$ cat config.mk
export PLATFORM = sky130hd
export DESIGN_NAME = decoded_inst_queue_flat
export DESIGN_NICKNAME = d
export VERILOG_FILES = /design/src/rtl/decoded_inst_queue_pkg.sv /design/src/rtl/decoded_inst_queue_if.sv /design/src/rtl/decoded_inst_queue.sv /design/src/flat_wrapper.sv
export SDC_FILE = /design/constraint.sdc
export NUM_CORES = 2
export LEC_CHECK = 0
export CAP_MARGIN = 10
export CORE_UTILIZATION = 55
export DETAILED_ROUTE_END_ITERATION = 6
export MAX_ROUTING_LAYER = met4
export PLACE_DENSITY = 0.88
export SLEW_MARGIN = 40
export SYNTH_ARGS = -nofsm -noshare
export SYNTH_HDL_FRONTEND = slang
export SYNTH_SLANG_ARGS = --single-unit
$ cat constraint.sdc
create_clock -name clk -period 47.4 [get_ports clk]
set_input_delay 7.11 -clock clk [delete_from_list [all_inputs] [get_ports clk]]
set_output_delay 7.11 -clock clk [all_outputs]
set_load 0.02 [all_outputs]
$ cat src/rtl/decoded_inst_queue_pkg.sv
// Shared types for the decode->dispatch instruction queue: the per-entry record
// and the serialization FSM states.
package decoded_inst_queue_pkg;

  typedef logic [31:0] virt_t;

  typedef struct packed {
    logic        ex;
    logic [4:0]  code;
  } exception_t;

  localparam logic [4:0] EXC_RI = 5'd10;

  typedef struct packed {
    logic [7:0]  opcode;
    logic [4:0]  rd;
    logic [31:0] imm;
  } decoded_inst_t;

  typedef struct packed {
    decoded_inst_t inst;
    virt_t         pc;
    exception_t    exc;
    logic          serial;
  } dq_entry_t;

  typedef enum logic [1:0] {DQ_NORMAL, DQ_DRAIN, DQ_ISSUE, DQ_POST} dq_state_t;

endpackage

$ cat src/rtl/decoded_inst_queue_if.sv
// Decode-side enqueue, dispatch-side dequeue and ROB/flush control for the queue.
interface decoded_inst_queue_if import decoded_inst_queue_pkg::*; #(
  parameter int unsigned DEPTH = 8
) ();
  localparam int unsigned PTR_W = $clog2(DEPTH);

  logic                   flush;
  logic [1:0]             enq_valid;
  decoded_inst_t [1:0]    enq_inst;
  virt_t [1:0]            enq_pc;
  exception_t [1:0]       enq_exc;
  logic [1:0]             enq_serialize;
  logic                   enq_ready;
  logic [1:0]             deq_valid;
  decoded_inst_t [1:0]    deq_inst;
  virt_t [1:0]            deq_pc;
  exception_t [1:0]       deq_exc;
  logic [1:0]             deq_ready;
  logic                   rob_empty;
  logic [PTR_W:0]         count;

  modport master (
    output flush, enq_valid, enq_inst, enq_pc, enq_exc, enq_serialize, deq_ready, rob_empty,
    input  enq_ready, deq_valid, deq_inst, deq_pc, deq_exc, count
  );

  modport slave (
    input  flush, enq_valid, enq_inst, enq_pc, enq_exc, enq_serialize, deq_ready, rob_empty,
    output enq_ready, deq_valid, deq_inst, deq_pc, deq_exc, count
  );
endinterface

$ cat src/rtl/decoded_inst_queue.sv
// Dual-lane circular queue between decode and dispatch; privileged/ERET/excepting
// entries are issued alone against an empty ROB and block younger entries until committed.
module decoded_inst_queue import decoded_inst_queue_pkg::*; #(
  parameter int unsigned DEPTH = 8
) (
  input  logic                 clk,
  input  logic                 resetn,
  decoded_inst_queue_if.slave  dq
);
  localparam int unsigned PTR_W = $clog2(DEPTH);
  typedef logic [PTR_W-1:0] ptr_t;
  typedef logic [PTR_W:0]   cnt_t;

  dq_entry_t mem_q [DEPTH];
  dq_entry_t mem_d [DEPTH];
  ptr_t      head_q, head_d, tail_q, tail_d, head_p1, tail_w1;
  cnt_t      count_q, count_d;
  dq_state_t state_q, state_d;

  logic       has0, has1, head_serial, next_serial, hs0, hs1, enq_ok;
  logic [1:0] n_enq, n_deq;

  assign head_p1     = head_q + ptr_t'(1);
  assign has0        = count_q != '0;
  assign has1        = count_q >= cnt_t'(2);
  assign head_serial = mem_q[head_q].serial;
  assign next_serial = mem_q[head_p1].serial;
  assign enq_ok      = count_q <= cnt_t'(DEPTH - 2);

  assign dq.enq_ready   = enq_ok;
  assign dq.count       = count_q;
  assign dq.deq_inst[0] = mem_q[head_q].inst;
  assign dq.deq_inst[1] = mem_q[head_p1].inst;
  assign dq.deq_pc[0]   = mem_q[head_q].pc;
  assign dq.deq_pc[1]   = mem_q[head_p1].pc;
  assign dq.deq_exc[0]  = mem_q[head_q].exc;
  assign dq.deq_exc[1]  = mem_q[head_p1].exc;

  always_comb begin
    dq.deq_valid = '0;
    state_d      = state_q;
    unique case (state_q)
      DQ_NORMAL: begin
        dq.deq_valid[0] = has0 & ~head_serial;
        dq.deq_valid[1] = has1 & ~head_serial & ~next_serial;
        if (has0 && head_serial) state_d = dq.rob_empty ? DQ_ISSUE : DQ_DRAIN;
      end
      DQ_DRAIN: if (dq.rob_empty) state_d = DQ_ISSUE;
      DQ_ISSUE: begin
        dq.deq_valid[0] = has0;
        if (has0 && dq.deq_ready[0]) state_d = DQ_POST;
      end
      // The ROB only sees the serial entry after the handshake edge, so rob_empty is
      // trusted from the cycle after issue onwards.
      DQ_POST: if (dq.rob_empty) state_d = DQ_NORMAL;
      default: state_d = DQ_NORMAL;
    endcase

    hs0   = dq.deq_valid[0] & dq.deq_ready[0];
    hs1   = hs0 & dq.deq_valid[1] & dq.deq_ready[1];
    n_deq = {1'b0, hs0} + {1'b0, hs1};
    n_enq = enq_ok ? ({1'b0, dq.enq_valid[0]} + {1'b0, dq.enq_valid[1]}) : 2'd0;

    // Valid lanes are compacted: lane1 lands at tail when lane0 is idle.
    tail_w1 = tail_q + ptr_t'(dq.enq_valid[0]);
    mem_d   = mem_q;
    head_d  = head_q + ptr_t'(n_deq);
    tail_d  = tail_q + ptr_t'(n_enq);
    count_d = count_q + cnt_t'(n_enq) - cnt_t'(n_deq);

    if (dq.flush) begin
      state_d = DQ_NORMAL;
      head_d  = '0;
      tail_d  = '0;
      count_d = '0;
    end else if (enq_ok) begin
      if (dq.enq_valid[0])
        mem_d[tail_q]  = '{inst: dq.enq_inst[0], pc: dq.enq_pc[0], exc: dq.enq_exc[0],
                           serial: dq.enq_serialize[0] | dq.enq_exc[0].ex};
      if (dq.enq_valid[1])
        mem_d[tail_w1] = '{inst: dq.enq_inst[1], pc: dq.enq_pc[1], exc: dq.enq_exc[1],
                           serial: dq.enq_serialize[1] | dq.enq_exc[1].ex};
    end
  end

  always_ff @(posedge clk) begin
    if (!resetn) begin
      state_q <= DQ_NORMAL;
      head_q  <= '0;
      tail_q  <= '0;
      count_q <= '0;
    end else begin
      state_q <= state_d;
      head_q  <= head_d;
      tail_q  <= tail_d;
      count_q <= count_d;
    end
  end

  always_ff @(posedge clk) mem_q <= mem_d;

endmodule

$ cat src/flat_wrapper.sv
// flat-port wrapper written by rule: the top's interface ports become plain ports
module decoded_inst_queue_flat import decoded_inst_queue_pkg::*;
#(
  parameter int unsigned DEPTH = 8
)
  (clk, resetn, dq_flush, dq_enq_valid, dq_enq_inst, dq_enq_pc, dq_enq_exc, dq_enq_serialize, dq_deq_ready, dq_rob_empty, dq_enq_ready, dq_deq_valid, dq_deq_inst, dq_deq_pc, dq_deq_exc, dq_count);
  decoded_inst_queue_if #(.DEPTH(DEPTH)) dq_i ();
  input  logic clk;
  input  logic resetn;
  input wire logic [$bits(dq_i.flush)-1:0] dq_flush;
  input wire logic [$bits(dq_i.enq_valid)-1:0] dq_enq_valid;
  input wire logic [$bits(dq_i.enq_inst)-1:0] dq_enq_inst;
  input wire logic [$bits(dq_i.enq_pc)-1:0] dq_enq_pc;
  input wire logic [$bits(dq_i.enq_exc)-1:0] dq_enq_exc;
  input wire logic [$bits(dq_i.enq_serialize)-1:0] dq_enq_serialize;
  input wire logic [$bits(dq_i.deq_ready)-1:0] dq_deq_ready;
  input wire logic [$bits(dq_i.rob_empty)-1:0] dq_rob_empty;
  output wire logic [$bits(dq_i.enq_ready)-1:0] dq_enq_ready;
  output wire logic [$bits(dq_i.deq_valid)-1:0] dq_deq_valid;
  output wire logic [$bits(dq_i.deq_inst)-1:0] dq_deq_inst;
  output wire logic [$bits(dq_i.deq_pc)-1:0] dq_deq_pc;
  output wire logic [$bits(dq_i.deq_exc)-1:0] dq_deq_exc;
  output wire logic [$bits(dq_i.count)-1:0] dq_count;
  assign dq_i.flush = dq_flush;
  assign dq_i.enq_valid = dq_enq_valid;
  assign dq_i.enq_inst = dq_enq_inst;
  assign dq_i.enq_pc = dq_enq_pc;
  assign dq_i.enq_exc = dq_enq_exc;
  assign dq_i.enq_serialize = dq_enq_serialize;
  assign dq_i.deq_ready = dq_deq_ready;
  assign dq_i.rob_empty = dq_rob_empty;
  assign dq_enq_ready = dq_i.enq_ready;
  assign dq_deq_valid = dq_i.deq_valid;
  assign dq_deq_inst = dq_i.deq_inst;
  assign dq_deq_pc = dq_i.deq_pc;
  assign dq_deq_exc = dq_i.deq_exc;
  assign dq_count = dq_i.count;
  decoded_inst_queue #(.DEPTH(DEPTH)) u_core (.clk(clk), .resetn(resetn), .dq(dq_i));
endmodule
==> impl_metrics.py <==
metrics = {
    "run_status": {
        "status": "completed",
    },
    "sta": {
        "setup_violations": 0,
        "finalCriticalPeriod_ps": 12040,
        "worst_pin_slew_ps": 937.7,
        "grt_setup_unrepaired": "no",
        "slew_headroom": 0.3748,
        "setup-tns-final_ps": 0,
        "fin_ws_ps": 35360,
        "fmax_mhz": 83.08,
        "drv_slew": 0,
        "fin_skew_ps": 24.42,
        "min_period_over_period": 0.2539,
        "hold_viol": 0,
    },
    "synth": {
        "yosys.area.top_type_share": 0.4413,
        "synth-edff-count": 672,
        "synth-seq-cells": 684,
        "synth_top_family_by_area": "multiplexers",
        "synth_fp_nets": 3997,
        "synth_area_leaders": "edfxtp_1 44%, mux4_2 16%, mux2i_1 15%",
        "ys.flop_type": "edfxtp_1",
        "avgSynthCellArea_um2": 12.03,
        "synth_warnings": 0,
        "synthAdderAreaFrac": 0.005855,
        "async_reset_ff_frac": 0,
        "synth_xor_area_frac": 0.001915,
        "synth-compound-area-share": 0.07724,
        "synth-simple-area-share": 0.06378,
        "synth.largest_area_cell": "edfxtp_1",
        "synth.area.mux_share": 0.3523,
        "synth_area_um2": 45730,
        "ys_types": 50,
        "syn_inst": 3802,
        "ys_seq_area_frac": 0.4465,
    },
    "cts": {
        "cts_setup_buffers": 0,
        "clockBufferDepth": 3,
        "root_buffer": "clkbuf_16",
        "ctsResizeCount": 0,
        "postCtsHoldBufs": 0,
        "cts_buffers": 79,
        "cts_tree": "done",
        "clk_pin_slew_ps": 60,
        "cts.sinks": 684,
        "insertion_delay_ps": 620,
        "cts_htree_levels": 3,
    },
    "grt": {
        "grt_pass1_vias": 33510,
        "antenna_found_initial": 26,
        "grt_pass1_wl_mm": 200.9,
        "grt_usage": 0.3160,
        "grt_overflow_total": 0,
        "grt_max_degree": 107,
    },
    "place": {
        "dp_hpwl_mm": 76.35,
        "post-place-ws_ps": 35940,
        "place_area_um2": 49050,
        "io_buffers": 348,
        "globalplace.congestion": 0.8317,
    },
    "critical_path": {
        "rrSetupSlack_ps": 42170,
        "start_kind": "flop",
        "crit_end": "dq_deq_pc[56]",
        "arrival_ps": 4930,
        "path_cells": "ha_4, buf_6, buf_4, mux4_2, mux2_2, clkdlybuf4s50_1",
        "r2r-start": "u_core.head_q[1]",
        "cpMaxStageDelayCell": "ha_4",
        "slowest_delay_ps": 780,
        "cp.depth": 6,
        "reg2regPathDepth": 14,
        "cp-startpoint": "u_core.head_q[1]",
        "critPathKind": "reg2out",
        "critPathCaptureType": "output pin",
        "required_ps": 40290,
        "r2r_end": "u_core.dq.count[3]",
        "critPathTopFamily": "buffers and inverters",
        "path_max_fanout": 46,
        "critPathBufInv": 3,
    },
    "final_layout": {
        "fillCellCount": 5943,
        "final_common_cell": "edfxtp_1",
        "nNetsFinal": 4006,
        "drive_above_1_share": 0.1787,
        "final_cell_area_um2": 51620,
        "area_growth_pct": 12.87,
        "layout_common_cells": "672 x edfxtp_1, 668 x mux2i_1, 349 x nor2_1",
    },
    "detailed_routing": {
        "via_per_inst": 6.810,
        "vias": 33790,
        "drtPass1Iterations": 6,
        "antenna_left": 0,
        "wire_per_inst_um": 26.67,
        "drt_iter0_drc": 4468,
        "post-route-drc-count": 0,
        "wirelength_mm": 132.3,
    },
    "power": {
        "seqPwrFrac": 0.418,
        "cellPowerDensity_nw_per_um2": 45.72,
        "power_leakage_uw": 0.01860,
        "power_switching_uw": 757.4,
        "peakVddDrop_mv": 0.03194,
        "p_int_uw": 1603,
        "swShare": 0.3210,
        "p_clk_frac": 0.255,
        "p_total_uw": 2360,
        "p_comb_frac": 0.327,
    },
    "die": {
        "floorplan.initialDensity": 0.5561,
        "die_w_um": 290.4,
        "dieArea_um2": 84310,
        "coreArea_um2": 82240,
        "boundaryPins": 349,
        "num_rows": 105,
        "die_h_um": 290.4,
    },
    "hold_path": {
        "holdCritPathClass": "reg2reg",
    },
    "run": {
        "drv_cap": 0,
    },
}
## state kept, by name, summed over array words and instances, names as in the netlist
name	count
u_core.state_q	2
u_core.head_q	3
u_core.mem_q	672
u_core.dq.count	4
u_core.tail_q	3
## power groups by stage
stage	logic [µW]	registers, µW	clock network [µW]
4_1_cts	767	979	606
3_3_place_gp	730	977	0
3_5_place_dp	761	987	0
5_1_grt	817	999	626
6_report	771	987	602
2_1_floorplan	528	1100	0
## worst min-delay path, delay by kind of cell, from the launching register on
family | cells | cell delay, ps
flops | 1 | 330
mux | 1 | 70
simple gates | 1 | 60
## kinds of logic (layout without fill, tap and decap cells)
group	count (synthesis)	after routing
buffers and inverters	499	563
multiplexers	1170	1170
flip-flops	684	684
AO/OA/AOI/OAI	693	693
XOR/XNOR	7	7
other	0	26
AND/OR/NAND/NOR	730	730
adder cells (fa/ha/maj)	19	19
## worst min path at each step
stage                            startpoint                 to  slack [ps]  cells past startpoint
after floorplan           u_core.state_q[1]  u_core.state_q[1]         450                      2
after global placement    u_core.state_q[1]  u_core.state_q[1]         460                      2
after detailed placement  u_core.state_q[1]  u_core.state_q[1]         480                      2
after CTS                 u_core.state_q[1]  u_core.state_q[1]         510                      2
after global routing      u_core.state_q[1]  u_core.state_q[1]         530                      2
final                     u_core.state_q[1]  u_core.state_q[1]         510                      2
## routing by layer
layer | share of wire | global-route usage | up-vias
li1 | - | - | 14400
met1 | 0.36 | 0.3979 | 16590
met2 | 0.48 | 0.4882 | 2447
met3 | 0.11 | 0.06003 | 354
met4 | 0.047 | 0.1640 | 0
met5 | 0 | - | -
## stage by stage
stage,util,cells,hold WS [ps]
finish,0.6276,4962,506.7
global route,0.6276,4962,526.3
CTS,0.6262,4934,506.5
detailed placement,0.5964,4798,479.3
global placement,0.5930,4786,464.6
floorplan,-,3802,454.7
## Yosys cell counts, types with 3 or more instances
cell,number
xor2_1,3
a21oi_1,334
nand2_1,343
inv_1,13
clkbuf_1,175
nand2b_1,5
mux2i_1,668
nor3_4,3
and2_1,7
buf_4,39
edfxtp_1,672
fa_1,4
nor2b_1,4
mux4_2,335
o21ai_1,109
a211o_1,3
mux2_2,167
clkbuf_2,29
ha_1,15
buf_2,200
o21ai_0,236
buf_6,12
nor2_1,349
nand4b_1,3
dfxtp_1,12
buf_1,31
## final cells by class
class                           count  area, µm²  share of cell area
Clock inverter                     34      292.8            0.005672
Timing Repair Buffer              414       4255             0.08244
Antenna cell                       26      65.06            0.001260
Tap cell                         1070       1339             0.02594
Inverter                           13      48.80           0.0009454
Clock buffer                      102       2157             0.04179
Multi-Input combinational cell   2619      23030              0.4461
Sequential cell                   684      20430              0.3958
Note: power is estimated with default switching activity, not from simulation.
